--- src/rtl/input_debouncer.sv ---
// Per-channel input conditioning: 2-flop synchroniser, stability-count debouncer,
// and registered one-cycle rising/falling edge pulses.
module input_debouncer #(
   parameter int unsigned N    = 4,
   parameter int unsigned WAIT = 3
) (
   input  logic         clk,
   input  logic         reset_n,
   input  logic [N-1:0] noisy,
   output logic [N-1:0] conditioned,
   output logic [N-1:0] positive_edge,
   output logic [N-1:0] negative_edge
);

   localparam int unsigned CW = $clog2(WAIT + 1);
   localparam logic [CW-1:0] CntLast = CW'(WAIT - 1);

   logic [N-1:0]         s1_q, s2_q;
   logic [N-1:0]         cond_q, cond_d;
   logic [N-1:0]         pos_q, pos_d;
   logic [N-1:0]         neg_q, neg_d;
   logic [N-1:0][CW-1:0] cnt_q, cnt_d;

   // Only the second sync stage is observed; any match with the current level
   // discards the partial count, so short runs can never be accepted.
   always_comb begin
      cond_d = cond_q;
      pos_d  = '0;
      neg_d  = '0;
      cnt_d  = '0;
      for (int i = 0; i < int'(N); i++) begin
         if (s2_q[i] != cond_q[i]) begin
            if (cnt_q[i] == CntLast) begin
               cond_d[i] = s2_q[i];
               pos_d[i]  = s2_q[i];
               neg_d[i]  = ~s2_q[i];
            end else begin
               cnt_d[i] = cnt_q[i] + CW'(1);
            end
         end
      end
   end

   always_ff @(posedge clk or negedge reset_n) begin
      if (!reset_n) begin
         s1_q   <= '0;
         s2_q   <= '0;
         cnt_q  <= '0;
         cond_q <= '0;
         pos_q  <= '0;
         neg_q  <= '0;
      end else begin
         s1_q   <= noisy;
         s2_q   <= s1_q;
         cnt_q  <= cnt_d;
         cond_q <= cond_d;
         pos_q  <= pos_d;
         neg_q  <= neg_d;
      end
   end

   assign conditioned   = cond_q;
   assign positive_edge = pos_q;
   assign negative_edge = neg_q;

endmodule

--- config.mk ---
export PLATFORM = sky130hd
export DESIGN_NAME = input_debouncer
export DESIGN_NICKNAME = d
export VERILOG_FILES = /design/src/rtl/input_debouncer.sv
export SDC_FILE = /design/constraint.sdc
export NUM_CORES = 1
export LEC_CHECK = 0
export ABC_AREA = 1
export CAP_MARGIN = 20
export CORE_MARGIN = 5
export CORE_UTILIZATION = 44
export CTS_CLUSTER_SIZE = 24
export DETAILED_ROUTE_END_ITERATION = 16
export GPL_ROUTABILITY_DRIVEN = 0
export PLACE_DENSITY = 0.72
export SLEW_MARGIN = 25
export SYNTH_ARGS = -nofsm -noshare
export SYNTH_HDL_FRONTEND = slang
export SYNTH_SLANG_ARGS = --single-unit
--- constraint.sdc ---
create_clock -name clk -period 0.8 [get_ports clk]
set_input_delay 0.16 -clock clk [delete_from_list [all_inputs] [get_ports clk]]
set_output_delay 0.16 -clock clk [all_outputs]
set_load 0.03 [all_outputs]
==> impl_metrics.yaml, run 1 <==
outcome:
  outcome: "finished, violations left"
  violations: "setup timing"
layout:
  final_nets: 124
  final_cells: 145
  drive_above_1_share_pct: 57.3
  antenna_cells: 0
  synthToLayoutAreaGrowth_pct: 50.8
  n_fill_cell: 170
clock_network:
  clock-sinks: 28
  clkLatencyLatePin_ns: 0.33
  clockRootBuffer: "clkbuf_4"
  cts_tree: "built"
  cts-hold-fix-buffers: 0
  cts_max_level: 1
  clk_pin_slew_worst_paths_ns: 0.15
  cts_buffers: 3
  cts_buffer_depth: 2
routing:
  routed_wl_um: 1770
  routedWlPerCell_um: 12.2
  drcViolationCount: 0
  drtIter0Drc: 5
  drt_first_pass_iters: 2
  viasPerCell: 4.61
  postRouteAntennaNets: 0
  num_vias: 668
sta:
  fin_ws_ns: -0.271
  max-slew-margin-rel_pct: 90.0
  period_needed_ns: 1.07
  finalClockSkew_ns: 0.00989
  finalCritPeriodShare_pct: 134
  grt_setup_unrepaired: "yes"
  hold_viol_final: 0
  drv_slew: 0
  tightestPinTransition_ns: 0.150
  max_clock_freq_ghz: 0.934
  setup_viol: 26
synthesis:
  yosysSeqAreaShare_pct: 72.9
  synth_area_per_cell_sq_um: 10.9
  post_synth_num_cell_types: 7
  syn_inst: 88
  synth_nets: 94
  synth.ff_latch_count: 28
  yosysWarnings: 0
  synth_area_sq_um: 961
critical_path:
  path_class: "reg2out"
  cp_data_required_time_ns: 0.64
  critPathArrivalTime_ns: 0.91
  crit_slowest_cell: "dfrtp_2"
  critPathBufInv: 1
  worstSetupStartpointType: "flop"
  worstPathMaxFanout: 2
  crit_family: "flip-flops"
  crit_chain: "buf_6"
  cp-end-kind: "primary output"
  slowest_delay_ns: 0.45
floorplan:
  ios: 18
  initial_core_util_pct: 44.7
  coreArea_sq_mm: 0.00215
  rows: 17
  die_area_sq_mm: 0.00322
  die_w_um: 56.7
  die_h_um: 56.7
pwr:
  total_power_mw: 4.86
  leakage_nw: 0.712
  p_per_area_mw_per_mm2: 3360
  ir_drop_mv: 2.02
grt:
  grt_pass1_wl_um: 2890
  grt_use_total_pct: 11.7
  grt_pass1_vias: 710
  antenna_found_initial: 0
  grt_max_degree: 29
  overflow: 0
placed_design:
  io_buffers: 17
  dp_hpwl_um: 1070
  numPlacedInstances: 134
worst_hold_path:
  hold_path_class: "in2async"
job:
  drv_cap: 0
==> layer usage <==
metal	track usage [%]	vias to the layer above	share of wire (%)
li1	-	321	-
met1	12.0	335	36
met2	21.3	10	59
met3	3.45	2	4.0
met4	5.96	0	0.56
met5	0	-	0
==> what timing repair did <==
action / 4_1_cts / 5_1_grt
gates cloned: 0 / 0
setup buffers: 4 / 3
resized for setup: 20 / 38
pin swaps: 6 / 3
setup endpoints to repair: 14 / 32
==> worst paths after layout <==
check / from / to / slack (ns) / cells past startpoint
worst min-delay path: reset_n / conditioned[0] / 0.16 / 2
min in group clk: noisy[1] / s1_q[1] / 0.25 / 1
worst max-delay path: conditioned[2] / conditioned[2] / -0.27 / 1
worst min register to register: s1_q[0] / s2_q[0] / 0.37 / 0
max in group asynchronous: reset_n / conditioned[2] / 0.47 / 2
worst max register to register: conditioned[0] / cnt_q[1] / -0.18 / 5
==> registers in the layout (all words and copies together) (netlist names) <==
| name | flops |
|---|---|
| conditioned | 4 |
| s1_q | 4 |
| s2_q | 4 |
| negative_edge | 4 |
| cnt_q | 8 |
| positive_edge | 4 |
==> layout make-up <==
| cell class | count | area (sq um) | share of cell area, % |
|---|---|---|---|
| clock inverters | 1 | 30.0 | 2.07 |
| multi-input cells | 44 | 319 | 22.0 |
| repair buffers | 25 | 269 | 18.6 |
| inverters | 16 | 67.6 | 4.66 |
| well taps | 28 | 35.0 | 2.42 |
| clock buffers | 3 | 22.5 | 1.55 |
| flip-flops and latches | 28 | 706 | 48.7 |
==> Yosys cell counts (all sizes together) <==
cell,instances,area share [%]
nand2,24,11
inv,16,6.3
o21ai,4,2.1
nor2,8,3.1
a21oi,8,4.2
dfrtp,28,73
==> report_power, final <==
| part | internal (mW) | leakage [nW] | switching [mW] |
|---|---|---|---|
| clock network | 0.507 | 0.0279 | 0.406 |
| registers | 1.73 | 0.355 | 0.218 |
| logic | 0.862 | 0.330 | 1.14 |
==> cells by family (layout without fill, tap and decap cells) <==
family | Yosys count | in the layout | share of synthesized area, %
AO/OA/AOI/OAI | 12 | 12 | 6.25
flip-flops | 28 | 28 | 72.9
AND/OR/NAND/NOR | 32 | 32 | 14.6
buffers and inverters | 16 | 45 | 6.25
==> metrics by stage <==
step / setup TNS [ns] / instance area (sq um) / setup WS (ns) / util, % / hold WS, ns
final: -4.02 / 1450 / -0.271 / 67.4 / 0.162
after CTS: -3.76 / 1310 / -0.274 / 61.0 / 0.159
after floorplan: 0 / 966 / 0.00911 / - / -0.136
after global placement: 0 / 1160 / 0.0524 / 54.0 / 0.332
after global routing: -5.24 / 1450 / -0.317 / 67.4 / 0.170
after detailed placement: 0 / 1160 / 0.0143 / 54.0 / 0.340
==> placed cells by master (no fill, tap or decap), types with 4 or more instances in the layout <==
| cell type | synthesis | layout |
|---|---|---|
| buf_6 | 0 | 15 |
| nor2_2 | 0 | 6 |
| nand2_2 | 8 | 6 |
| nand2_1 | 16 | 9 |
| nand2_4 | 0 | 9 |
| buf_4 | 0 | 4 |
| inv_1 | 16 | 9 |
| inv_2 | 0 | 4 |
| clkdlybuf4s50_1 | 0 | 5 |
| dfrtp_2 | 0 | 4 |
| a21oi_2 | 0 | 8 |
| dfrtp_1 | 28 | 24 |
No activity file was read; power rests on OpenSTA's default activity.
==> run 2: changes to the inputs <==
==> constraint.sdc (replaced) <==
create_clock -name clk -period 0.8 [get_ports clk]
set_input_delay 0.08 -clock clk [delete_from_list [all_inputs] [get_ports clk]]
set_output_delay 0.08 -clock clk [all_outputs]
set_load 0.03 [all_outputs]
==> impl_metrics.yaml, run 2 (synthesized netlist as in run 1, its figures left out) <==
floorplan:
  die_w_um: 56.7
  die_area_sq_mm: 0.00322
  die_h_um: 56.7
  coreArea_sq_mm: 0.00215
  initial_core_util_pct: 44.7
  ios: 18
  rows: 17
critical_path:
  critPathBufInv: 1
  crit_family: "flip-flops"
  path_class: "reg2out"
  cp-end-kind: "primary output"
  worstSetupStartpointType: "flop"
  crit_slowest_cell: "dfrtp_2"
  slowest_delay_ns: 0.45
  worstPathMaxFanout: 2
  worstSetupPathDepth: 1
  crit_chain: "buf_6"
  reg2reg_from: "conditioned[0]"
  r2r_cells: 4
  crit_start: "conditioned[1]"
  critPathArrivalTime_ns: 0.90
  cp_data_required_time_ns: 0.72
worst_hold_path:
  hold_path_class: "in2async"
sta:
  hold_viol_final: 0
  finalClockSkew_ns: 0.00129
  max-slew-margin-rel_pct: 90.3
  fin_ws_ns: -0.181
  drv_slew: 0
  finalCritPeriodShare_pct: 123
  setup_viol: 23
  setup_tns_ns: -2.20
  tightestPinTransition_ns: 0.145
  grt_setup_unrepaired: "yes"
  period_needed_ns: 0.981
  max_clock_freq_ghz: 1.02
routing:
  routedWlPerCell_um: 11.1
  drtIter0Drc: 3
  num_vias: 671
  routed_wl_um: 1620
  postRouteAntennaNets: 0
  drt_first_pass_iters: 4
  drcViolationCount: 0
  viasPerCell: 4.60
job:
  drv_cap: 0
clock_network:
  clk_pin_slew_worst_paths_ns: 0.13
  cts_max_level: 1
  cts_tree: "built"
  clkLatencyLatePin_ns: 0.31
  cts_buffer_depth: 2
  clockRootBuffer: "clkbuf_4"
  clock-sinks: 28
  cts_buffers: 3
layout:
  mostFrequentLayoutCell: "dfrtp_1"
  antenna_cells: 0
  drive_above_1_share_pct: 61.0
  final_area_sq_mm: 0.00147
  final_cell_mix: "dfrtp_1, buf_6, nand2_4, nand2_1, a21oi_2"
  synthToLayoutAreaGrowth_pct: 53.4
  final_cells: 146
  largest_reg_flops: 8
  final_nets: 125
  regMostFlops: "cnt_q"
pwr:
  pwr-share-clk_pct: 13.7
  pwr-share-seq_pct: 41.8
  power_frac_comb_pct: 44.5
  leakage_nw: 0.723
  power.switching_mw: 1.80
  ir_drop_mv: 1.93
  swShare_pct: 38.2
  p_per_area_mw_per_mm2: 3200
  p_int_mw: 2.91
placed_design:
  dp_hpwl_um: 1020
  dp_worst_setup_slack_ns: 0.0234
  place_area_sq_mm: 0.00116
  numPlacedInstances: 134
  io_buffers: 17
grt:
  grt_pass1_wl_um: 2580
  busiest_layer: "met2"
  grt_use_total_pct: 10.4
  antenna_found_initial: 0
  grt_util_met3_pct: 2.53
  grt_max_degree: 29
  overflow: 0
  met2_usage_pct: 17.5
  grt_pass1_vias: 638
  grt_use_met1_pct: 11.6
outcome:
  violations: "setup timing"
  outcome: "finished, violations left"
-- run 2: cell types whose count changed in the layout (fill, tap and decap cells not counted), sizes merged --
cell    change
bufinv      -1
buf         +1
clkbuf      +1
-- run 2: timing repair --
item,4_1_cts,5_1_grt
hold buffers,0,0
endpoints found under the setup margin,13,32
cloned,0,0
pin swaps,4,11
gates resized for setup,20,50
buffers inserted,4,5
-- run 2: power groups by stage --
stage | registers [mW] | logic, mW | clock network [mW]
3_3_place_gp | 1.94 | 1.13 | 0
2_1_floorplan | 2.19 | 0.537 | 0
4_1_cts | 1.91 | 1.48 | 0.674
3_5_place_dp | 1.97 | 1.16 | 0
6_report | 1.97 | 2.10 | 0.645
5_1_grt | 2.00 | 2.28 | 0.702
-- run 2: metal layers --
layer  part of all wire, %  wire length, um
met5                     0                0
met3                   5.1               82
met4                   1.4               23
met2                    52              839
met1                    42              677
-- run 2: path summary, 6_finish.rpt --
path,to,slack [ns]
setup / recovery,conditioned[1],-0.18
min in group clk,s1_q[0],0.19
hold reg to reg,s2_q[2],0.37
setup reg to reg,cnt_q[0],-0.08
max in group asynchronous,conditioned[1],0.54
hold / removal,conditioned[2],0.1
-- run 2: layout make-up --
cell class | count | area, sq um
clock buffers | 4 | 36.3
fillers | 147 | 674
inverters | 16 | 70.1
multi-input cells | 44 | 347
flip-flops and latches | 28 | 706
well taps | 28 | 35.0
repair buffers | 26 | 280
-- run 2: metrics by stage --
step | util (%) | power [mW] | hold slack, ns
4_1_cts | 60.0 | 4.07 | 0.0897
2_1_floorplan | - | 2.72 | -0.216
3_3_place_gp | 54.0 | 3.07 | 0.332
6_report | 68.6 | 4.71 | 0.0973
5_1_grt | 68.6 | 4.99 | 0.0931
3_5_place_dp | 54.0 | 3.13 | 0.335
==> run 3: changes to the inputs <==
--- a/config.mk
+++ b/config.mk
@@ -7,12 +7,14 @@
 export LEC_CHECK = 0
 export ABC_AREA = 1
 export CAP_MARGIN = 20
+export CELL_PAD_IN_SITES_DETAIL_PLACEMENT = 1
+export CELL_PAD_IN_SITES_GLOBAL_PLACEMENT = 2
 export CORE_MARGIN = 5
-export CORE_UTILIZATION = 44
+export CORE_UTILIZATION = 28
 export CTS_CLUSTER_SIZE = 24
 export DETAILED_ROUTE_END_ITERATION = 16
 export GPL_ROUTABILITY_DRIVEN = 0
-export PLACE_DENSITY = 0.72
+export PLACE_DENSITY_LB_ADDON = 0.1
 export SLEW_MARGIN = 25
 export SYNTH_ARGS = -nofsm -noshare
 export SYNTH_HDL_FRONTEND = slang
==> impl_metrics.yaml, run 3 (synthesized netlist as in run 1, its figures left out) <==
outcome:
  outcome: "finished, violations left"
  violations: "setup timing"
routing:
  routedWlPerCell_um: 12.4
  viasPerCell: 4.16
  drcViolationCount: 0
  num_vias: 683
  postRouteAntennaNets: 0
  routed_wl_um: 2040
  drt_first_pass_iters: 2
  drtIter0Drc: 23
sta:
  tightestPinTransition_ns: 0.152
  max-slew-margin-rel_pct: 89.8
  max_clock_freq_ghz: 1.01
  fin_ws_ns: -0.192
  drv_slew: 0
  whs_ns: 0.0989
  finalCritPeriodShare_pct: 124
  period_needed_ns: 0.992
  hold_viol_final: 0
  finalClockSkew_ns: 0.00912
  setup_viol: 28
  setup_tns_ns: -3.56
  grt_setup_unrepaired: "yes"
layout:
  largest_reg_flops: 8
  drive_above_1_share_pct: 56.8
  regMostFlops: "cnt_q"
  mostFrequentLayoutCell: "dfrtp_1"
  ff_latch_area_sq_um: 706
  final_area_sq_mm: 0.00148
  final_cell_mix: "dfrtp_1, buf_6, nand2_4, inv_1, nand2_1"
  final_nets: 125
  fin_util_pct: 44.2
  n_fill_cell: 369
  multi_input_area_sq_um: 327
  antenna_cells: 0
  synthToLayoutAreaGrowth_pct: 53.6
critical_path:
  critPathArrivalTime_ns: 0.91
  path_class: "reg2out"
  critPathBufInv: 1
  crit_family: "flip-flops"
  worstPathMaxFanout: 2
  worstSetupStartpointType: "flop"
  crit_chain: "buf_6"
  slowest_delay_ns: 0.45
  cp-end-kind: "primary output"
  cp_data_required_time_ns: 0.72
  regToRegSetupSlack_ns: -0.19
  crit_slowest_cell: "dfrtp_2"
pwr:
  p_per_area_mw_per_mm2: 3170
  ir_drop_mv: 1.10
  leakage_nw: 0.714
placed_design:
  io_buffers: 17
  place_area_sq_mm: 0.00118
  dp_hpwl_um: 1220
  dp_worst_setup_slack_ns: 0.0117
clock_network:
  cts_buffers: 3
  clockRootBuffer: "clkbuf_4"
  cts-hold-fix-buffers: 0
  clk_pin_slew_worst_paths_ns: 0.15
  cts_max_level: 1
  clock-sinks: 28
  cts_tree: "built"
  clkLatencyLatePin_ns: 0.32
  cts_buffer_depth: 2
job:
  drv_cap: 0
grt:
  overflow: 0
  grt_max_degree: 29
  grt_use_total_pct: 8.98
  antenna_found_initial: 0
  grt_pass1_wl_um: 3080
  grt_pass1_vias: 730
floorplan:
  die_h_um: 68.6
  rows: 21
  coreArea_sq_mm: 0.00334
  ios: 18
  die_area_sq_mm: 0.00470
  initial_core_util_pct: 28.8
  die_w_um: 68.6
worst_hold_path:
  hold_path_class: "in2async"
[run 3: cell count changes in the layout (fill, tap and decap cells not counted)]
cell / previous run / this run
inv_1: 6 / 10
inv_2: 6 / 2
nor2_2: 4 / 7
nand2_4: 12 / 10
nor2_1: 2 / 0
o21ai_1: 1 / 3
o21ai_2: 3 / 1
nand2_1: 8 / 9
nand2_2: 4 / 5
nor2_4: 2 / 1
[run 3: power breakdown]
group	switching (mW)	leakage, nW	internal (mW)
logic	1.19	0.338	0.872
clock network	0.410	0.0210	0.278
registers	0.209	0.355	1.73
total	1.81	0.714	2.88
[run 3: layer usage]
metal  GRT usage (%)  vias to the layer above  share of wire [%]
li1                -                      324                  -
met1            10.4                      346                 39
met2            14.8                       11                 56
met3            2.43                        2                4.6
met4            5.21                        0               0.69
met5               0                        -                  0
[run 3: path summary, 6_finish.rpt]
kind	from	end	cells after the start
min	reset_n	positive_edge[0]	2
max reg2reg	conditioned[0]	cnt_q[0]	5
min in group clk	noisy[1]	s1_q[1]	1
min reg2reg	s1_q[3]	s2_q[3]	0
max	conditioned[0]	conditioned[0]	1
max in group asynchronous	reset_n	conditioned[2]	2
[run 3: worst register-to-register path, delay by kind of cell, from the launching register on]
kind                   cells  cell delay, ns
DFF                        1            0.45
buffers and inverters      3            0.31
AOI/OAI and AO/OA          1            0.11
and+or+nand+nor            1            0.05
[run 3: timing repair]
| item | in CTS | in global routing |
|---|---|---|
| gates resized for setup | 24 | 37 |
| endpoints found under the setup margin | 15 | 32 |
| setup buffers | 4 | 4 |
| pin swaps | 6 | 9 |
[run 3: layout make-up]
| type | instances | share of cell area, % |
|---|---|---|
| Inverter | 16 | 4.75 |
| Timing Repair Buffer | 26 | 19.0 |
| Clock buffer | 4 | 2.46 |
| Multi-Input combinational cell | 44 | 22.1 |
| Sequential cell | 28 | 47.8 |
| Tap cell | 46 | 3.90 |
[run 3: through the flow]
| stage | std cells | total power [mW] |
|---|---|---|
| 2_1_floorplan | 88 | 2.72 |
| 3_3_place_gp | 152 | 3.12 |
| 3_5_place_dp | 152 | 3.16 |
| 4_1_cts | 160 | 4.22 |
| 5_1_grt | 164 | 5.01 |
| 6_report | 164 | 4.69 |
